==> config.mk <==
export PLATFORM = sky130hd
export DESIGN_NAME = snow64_long_mul_u16_by_u8_radix_8
export DESIGN_NICKNAME = d
export VERILOG_FILES = /design/src/rtl/snow64_long_mul_u16_by_u8_radix_8.sv
export SDC_FILE = /design/constraint.sdc
export NUM_CORES = 1
export LEC_CHECK = 0
export CAP_MARGIN = 20
export CORE_ASPECT_RATIO = 0.5
export CORE_MARGIN = 10
export CORE_UTILIZATION = 30
export CTS_BUF_LIST = sky130_fd_sc_hd__clkbuf_4 sky130_fd_sc_hd__clkbuf_8 sky130_fd_sc_hd__clkbuf_16
export CTS_CLUSTER_SIZE = 20
export DETAILED_ROUTE_END_ITERATION = 7
export PLACE_DENSITY_LB_ADDON = 0.25
export SLEW_MARGIN = 20
export SYNTH_ARGS = -nofsm -noshare
export SYNTH_HDL_FRONTEND = slang
export SYNTH_SLANG_ARGS = --single-unit
==> constraint.sdc <==
create_clock -name clk -period 11.1 [get_ports clk]
set_clock_uncertainty 0.05 [all_clocks]
set_input_delay 2.22 -clock clk [delete_from_list [all_inputs] [get_ports clk]]
set_output_delay 2.22 -clock clk [all_outputs]
set_load 0.02 [all_outputs]
==> src/rtl/snow64_long_mul_u16_by_u8_radix_8.sv <==
// Iterative radix-8 multiply-accumulate: out_data = in_a*in_b (+ in_c), 6 iterations per result.
// Optional addend controlled by SNOW64_LONG_MUL_U16_BY_U8_ADDEND_EN; when undefined in_c is ignored.
module snow64_long_mul_u16_by_u8_radix_8 (
  input  logic        clk,
  input  logic        rst_n,
  input  logic        in_start,
  input  logic [15:0] in_a,
  input  logic [7:0]  in_b,
  input  logic [7:0]  in_c,
  output logic [23:0] out_data,
  output logic        out_valid,
  output logic        out_can_accept_cmd
);

  typedef enum logic {
    StIdle,
    StWorking
  } state_t;

  state_t      state;
  logic [17:0] captured_a;
  logic [10:0] mult_arr [8];
  logic [2:0]  i;
  logic [23:0] acc;

  logic [2:0]  digit;
  logic [23:0] acc_shift_add;
  logic [23:0] acc_final;

`ifdef SNOW64_LONG_MUL_U16_BY_U8_ADDEND_EN
  logic [7:0]  captured_c;
`else
  logic        unused_in_c;
  assign unused_in_c = ^in_c;
`endif

  // Radix-8 digit of the multiplicand for the current iteration, MSB digit first.
  always_comb begin
    digit = '0;
    case (i)
      3'd0:    digit = captured_a[2:0];
      3'd1:    digit = captured_a[5:3];
      3'd2:    digit = captured_a[8:6];
      3'd3:    digit = captured_a[11:9];
      3'd4:    digit = captured_a[14:12];
      3'd5:    digit = captured_a[17:15];
      default: digit = '0;
    endcase
  end

  always_comb begin
    acc_shift_add = {acc[20:0], 3'b000} + {13'd0, mult_arr[digit]};
`ifdef SNOW64_LONG_MUL_U16_BY_U8_ADDEND_EN
    acc_final     = acc_shift_add + {16'd0, captured_c};
`else
    acc_final     = acc_shift_add;
`endif
  end

  always_ff @(posedge clk or negedge rst_n) begin
    if (!rst_n) begin
      state              <= StIdle;
      captured_a         <= '0;
      for (int unsigned k = 0; k < 8; k++) mult_arr[k] <= '0;
`ifdef SNOW64_LONG_MUL_U16_BY_U8_ADDEND_EN
      captured_c         <= '0;
`endif
      i                  <= '0;
      acc                <= '0;
      out_data           <= '0;
      out_valid          <= 1'b0;
      out_can_accept_cmd <= 1'b1;
    end else begin
      case (state)
        StIdle: begin
          if (in_start) begin
            captured_a <= {2'b00, in_a};
            for (int unsigned k = 0; k < 8; k++) mult_arr[k] <= 11'(in_b) * 11'(k);
`ifdef SNOW64_LONG_MUL_U16_BY_U8_ADDEND_EN
            captured_c <= in_c;
`endif
            i                  <= 3'd5;
            acc                <= '0;
            out_valid          <= 1'b0;
            out_can_accept_cmd <= 1'b0;
            state              <= StWorking;
          end
        end
        StWorking: begin
          if (i == 3'd0) begin
            acc                <= acc_final;
            out_data           <= acc_final;
            out_valid          <= 1'b1;
            out_can_accept_cmd <= 1'b1;
            state              <= StIdle;
          end else begin
            acc <= acc_shift_add;
            i   <= i - 3'd1;
          end
        end
        default: state <= StIdle;
      endcase
    end
  end

endmodule

# [Yosys cells after proc, flatten, opt, wreduce, memory -nomap -nowiden]
# Index checks and enable logic that the tools add are counted.
[word_totals] reg_bits=117 input_bits=35 out_inout_bits=26 wordCells=49
[classes] n_addsub=2 multipliers=4 order_cmp=1 eq_ne=8 n_mux=15 bitwise_logic=2 reduce_logical=5
[op_table] operator="21-bit case mux with 2 select lines" n=1
[op_table] operator="11-bit binary-select mux with 3-bit select" n=1
[op_table] operator="24-bit by 11-bit adder with 24-bit output" n=1
[op_table] operator="8-bit by 3-bit multiplier with 11-bit output, second input constant" n=2
[op_table] operator="11-bit two-way mux" n=2
[op_table] operator="21-bit two-way mux" n=1
[op_table] operator="8-bit by 2-bit multiplier with 10-bit output, second input constant" n=2
[op_table] operator="3-bit case mux with 6 select lines" n=1
[op_table] operator="2-bit AND reduction" n=4
[op_table] operator="3-bit by 2-bit == test with 1-bit output, second input constant" n=2
[op_table] operator="3-bit == test, second input constant" n=2
[op_table] operator="3-bit two-way mux" n=2
[op_table] operator="3-bit case mux with 2 select lines" n=1
[op_table] operator="4-bit >= comparator, second input constant" n=1
[op_table] operator="1-bit two-way mux" n=4
[op_table] operator="2-bit != test, second input constant" n=2
[op_table] operator="3-bit NOT with 4-bit output" n=1
[op_table] operator="1-bit case mux with 2 select lines" n=2
[op_table] operator="3-bit by 1-bit == test with 1-bit output, second input constant" n=1
[op_table] operator="3-bit logical NOT" n=1
[op_table] operator="3-bit by 1-bit subtractor with 3-bit output, second input constant" n=1
[op_table] operator="2-bit by 1-bit != test with 1-bit output, second input constant" n=1
[op_table] operator="1-bit NOT" n=1

# [Logic depth before layout (Yosys ltp)]
[depth] word_depth=8 ltp_mapped=18 depth_no_buf=16

# [Worst setup path before layout]
# No wires, ideal clock.
[synth_path] kind="input to register" from="input in_b[0]" to="register mult_arr[10] (netlist bit)" setup_time_ps=69 arrival_ps=4001 setup_slack_ps=6980 cell_stages=10 n_path_buf=0 cell_sequence="fa_1 > ha_1 > inv_1 > fa_1 > nor2b_1 > o21a_1 > o21ai_0 > a21oi_1 > o211ai_1 > nand3_1"
[synth_via] elab_chain_cells=1
[synth_lines] item="start: declaration" line_no="8" source="input logic [7:0] in_b,"
[synth_lines] item="8-bit by 3-bit multiplier with 11-bit output" line_no="78" source="for (int unsigned k = 0; k < 8; k++) mult_arr[k] <= 11'(in_b) * 11'(k);"
[synth_lines] item="end: declaration" line_no="22" source="logic [10:0] mult_arr [8];"
# No other way between the ends.
# A chain may end at the register's enable or synchronous reset.

# [Worst setup path in the final report]
[layout_path] from="register i[0]" to="register acc[19]"
[layout_via] elab_chain_cells=8 elab_cells_between_ends=13 cone_classes="add/sub (1); eq/ne (5); mux (5); bitwise (1); reduce/logical (1)"
[layout_lines] item="start: declaration" line_no="23" source="logic [2:0] i;"
[layout_lines] item="start signal: assignment" line_no="98" source="i <= i - 3'd1;"
[layout_lines] item="3-bit == test (tied with other cells)" line_no="40" source="case (i)"
[layout_lines] item="3-bit case mux with 6 select lines *" line_no="40"
[layout_lines] item="3-bit NOT with 4-bit output (not written as such) *" line_no="52" source="acc_shift_add = {acc[20:0], 3'b000} + {13'd0, mult_arr[digit]};"
[layout_lines] item="11-bit binary-select mux with 3-bit select *" line_no="52"
[layout_lines] item="11-bit two-way mux (not written as such) * (2 in series)" line_no="52"
[layout_lines] item="24-bit by 11-bit adder with 24-bit output *" line_no="52"
[layout_lines] item="21-bit case mux with 2 select lines *" line_no="74" source="case (state)"
[layout_lines] item="end signal: assignment" line_no="91" source="acc <= acc_final;"
[layout_lines] item="end signal: assignment" line_no="97" source="acc <= acc_shift_add;"
[layout_lines] item="end: declaration" line_no="24" source="logic [23:0] acc;"
# Every way passes the cells marked *; elsewhere a longest branch is shown, timed or not. The select of a mux whose other input is x is not followed.

==> reports/qor.txt <==
Outcome = finished, final reports clean
Sw Share = 43.53%
Post-DP HPWL = 10,790 microns
DRC Markers = 0
Final cell count without fillers = 977
CTS Buf Count = 9
Seq/Total Area, Yosys = 41.76%
Inserted Diodes = 0
Core area = 19,730 sq um
Routability cong. = 0.7991
Clock power share = 14.1%
CTS tree = built
Worst Setup SP = i[0]
Starting Density = 31.00%
Max Clk Rate = 206.4 MHz
Crit path time final = 4.844 ns
Synth Instances = 667
Crit path buffers/inverters = 1
Setup crit end kind = register
Worst-path clk slew = 0.07 ns
Syn_area_per_cell = 9.169 sq um
Via count = 4,722
Most frequent cells in the layout = nand2_1 (180), dfrtp_1 (101), clkdlybuf4s50_1 (51), o21ai_0 (46), ha_1 (42)
CP Data Arrival Time = 4.99 ns
Port Buf Inserts = 52
Wirelength per Cell = 15.06 microns
Worst skew pair latency = 0.35 ns
Routed Antenna Nets = 0
CP top delay family = compound AO/OA/AOI/OAI gates
Row cnt = 36
Final Cycle Share = 43.64%
Net Count, Synth = 755
Pins over their slew limit = 0
Most common cell after layout, fill and taps aside = nand2_1
Reg2reg start = i[0]
WP depth = 16
Crit path kind = register to register
Gr ovfl total = 0
DR pass1 iterations = 4
Critical path required time = 11.25 ns
PwrDens = 293.2 nW/um^2
Die Wd = 221.9 microns
Die H = 121.0 microns
Synth cell types = 62
P&R area growth vs syn = 17.02%
Maximum root-to-sink buffer count = 2
Fin. Hold Viols = 0
NetSw = 913.5 uW
Crit start category = register
Io pins = 61
WHS = 0.4124 ns
R2r endpoint = acc[19]
Post-synthesis register bit count = 102
Slew @ Worst Pin = 0.8808 ns
Leak pwr = 3.267 nW
Final Setup Violations = 0
Crit-path max cell delay = 0.69 ns
Post_cts resized = 0
Overall Power = 2.099 mW
Clk Tree Root Cell = clkbuf_16
Ys Warns = 0
Initial DRC count = 282
Logic gate share of total power = 52.6%
Worst R2R Path Depth = 16
Post-synth ARST share = 100.0%
Flop pwr share = 33.3%
Htree depth = 3
Hold_buf cts = 0
Crit path max-delay cell type = o21a_1
Max-cap violations = 0
Core Util, Final = 36.28%
Die Area = 26,840 sq um
Post-Route WL = 14,720 microns
Worst R2R Setup Slack = 6.26 ns
Via-to-Cell Ratio = 4.833
Initial antenna violation count = 0
CP Cell Sequence = inv_1, ha_1, a22oi_1, nand2_1, o21a_1, mux2i_1, o211a_1, a221oi_1, ha_1, fa_1, nand3_1, a311oi_1, o21ai_4, nor3b_1, xnor2_1, o22ai_1
Top_reg_cell synth = dfrtp_1
Setup TNS = 0 ns
Vias in the first global route = 4,757
RSZ-0062 raised after global routing = false
Hold crit path type = register to register
First-pass GRT wire length = 24,510 microns
CP max FO = 20
VDD IR max = 0.00009937 V
Max_slew headroom = 41.21%
Placed cells = 961
Postcts setup bufs = 0
Largest net degree at the start of global routing = 78
Post-Syn Area = 6116 sq um
Fraction of layout instances using a drive strength above 1 = 5.485%
Clk sinks = 102
P_int = 1.185 mW
Net count, final = 794
Gr usage total = 11.00%
Fill cell count = 2,017
EDFF count, synth = 0
CP most frequent cell = ha_1
Critical Path End = acc[19]
## worst min-delay path by stage
stage	to	slack, ns	from	cells past startpoint
after detailed placement	out_can_accept_cmd	0.40	out_can_accept_cmd	2
after global placement	out_can_accept_cmd	0.40	out_can_accept_cmd	2
after floorplan	captured_a[14]	0.39	captured_a[14]	2
after global routing	out_can_accept_cmd	0.43	out_can_accept_cmd	2
final	out_can_accept_cmd	0.41	out_can_accept_cmd	2
after CTS	out_can_accept_cmd	0.41	out_can_accept_cmd	2
## synthesized netlist by cell type, types with 12 or more instances
cell type | n | area share, %
nand2_1 | 181 | 11
dfrtp_1 | 101 | 41
o21ai_0 | 46 | 3.8
ha_1 | 42 | 8.6
nor2_1 | 27 | 1.7
inv_1 | 26 | 1.6
clkbuf_1 | 22 | 1.4
xnor2_1 | 19 | 2.7
a21oi_1 | 15 | 1.2
mux2i_1 | 14 | 2.3
a21o_1 | 12 | 1.5
## cell type report
class | count | area (sq um) | share of cell area, %
clock buffers | 10 | 232.7 | 3.252
clock inverters | 6 | 38.79 | 0.5420
inverters | 26 | 97.59 | 1.364
multi-input cells | 511 | 3349 | 46.80
flip-flops and latches | 102 | 2554 | 35.68
well taps | 266 | 332.8 | 4.650
repair buffers | 56 | 551.8 | 7.710
## per-layer routing
| layer | wire length (microns) | GRT usage (%) |
|---|---|---|
| met2 | 6520 | 17.01 |
| met5 | 0 | 0 |
| met4 | 143 | 3.169 |
| met1 | 7681 | 15.16 |
| met3 | 371 | 2.357 |
## stage by stage
stage | setup WS (ns) | area (sq um)
4_1_cts | 6.261 | 7153
3_3_place_gp | 6.002 | 6882
2_1_floorplan | 6.980 | 6116
6_report | 6.256 | 7157
5_1_grt | 5.923 | 7157
3_5_place_dp | 5.982 | 6882
## worst min-delay path, stage by stage, from the launching register on
cell     delay [ns]
dfstp_2        0.37
nand2_1        0.04
nand2_1        0.05
## kinds of logic after synthesis
kind of cell | count (synthesis) | synth area share [%]
mux | 18 | 3.212
fa+ha+maj | 53 | 12.19
xor+xnor | 30 | 4.296
buf+inv | 54 | 3.560
flops | 102 | 41.76
simple gates | 253 | 17.47
compound gates | 157 | 17.51
## power groups by stage
stage	combinational (mW)	sequential (mW)	clock, mW
global placement	1.09	0.704	0
finish	1.10	0.700	0.296
global route	1.23	0.725	0.322
floorplan	0.780	0.699	0
detailed placement	1.11	0.705	0
CTS	1.11	0.699	0.308
## flip-flops by register name, indices dropped and copies added, names as in the netlist
name and flops:
captured_a 16, mult_arr 35, state 1, out_can_accept_cmd 1
i 3, acc 21, out_data 24, out_valid 1
(Power assumes the default switching activity.)
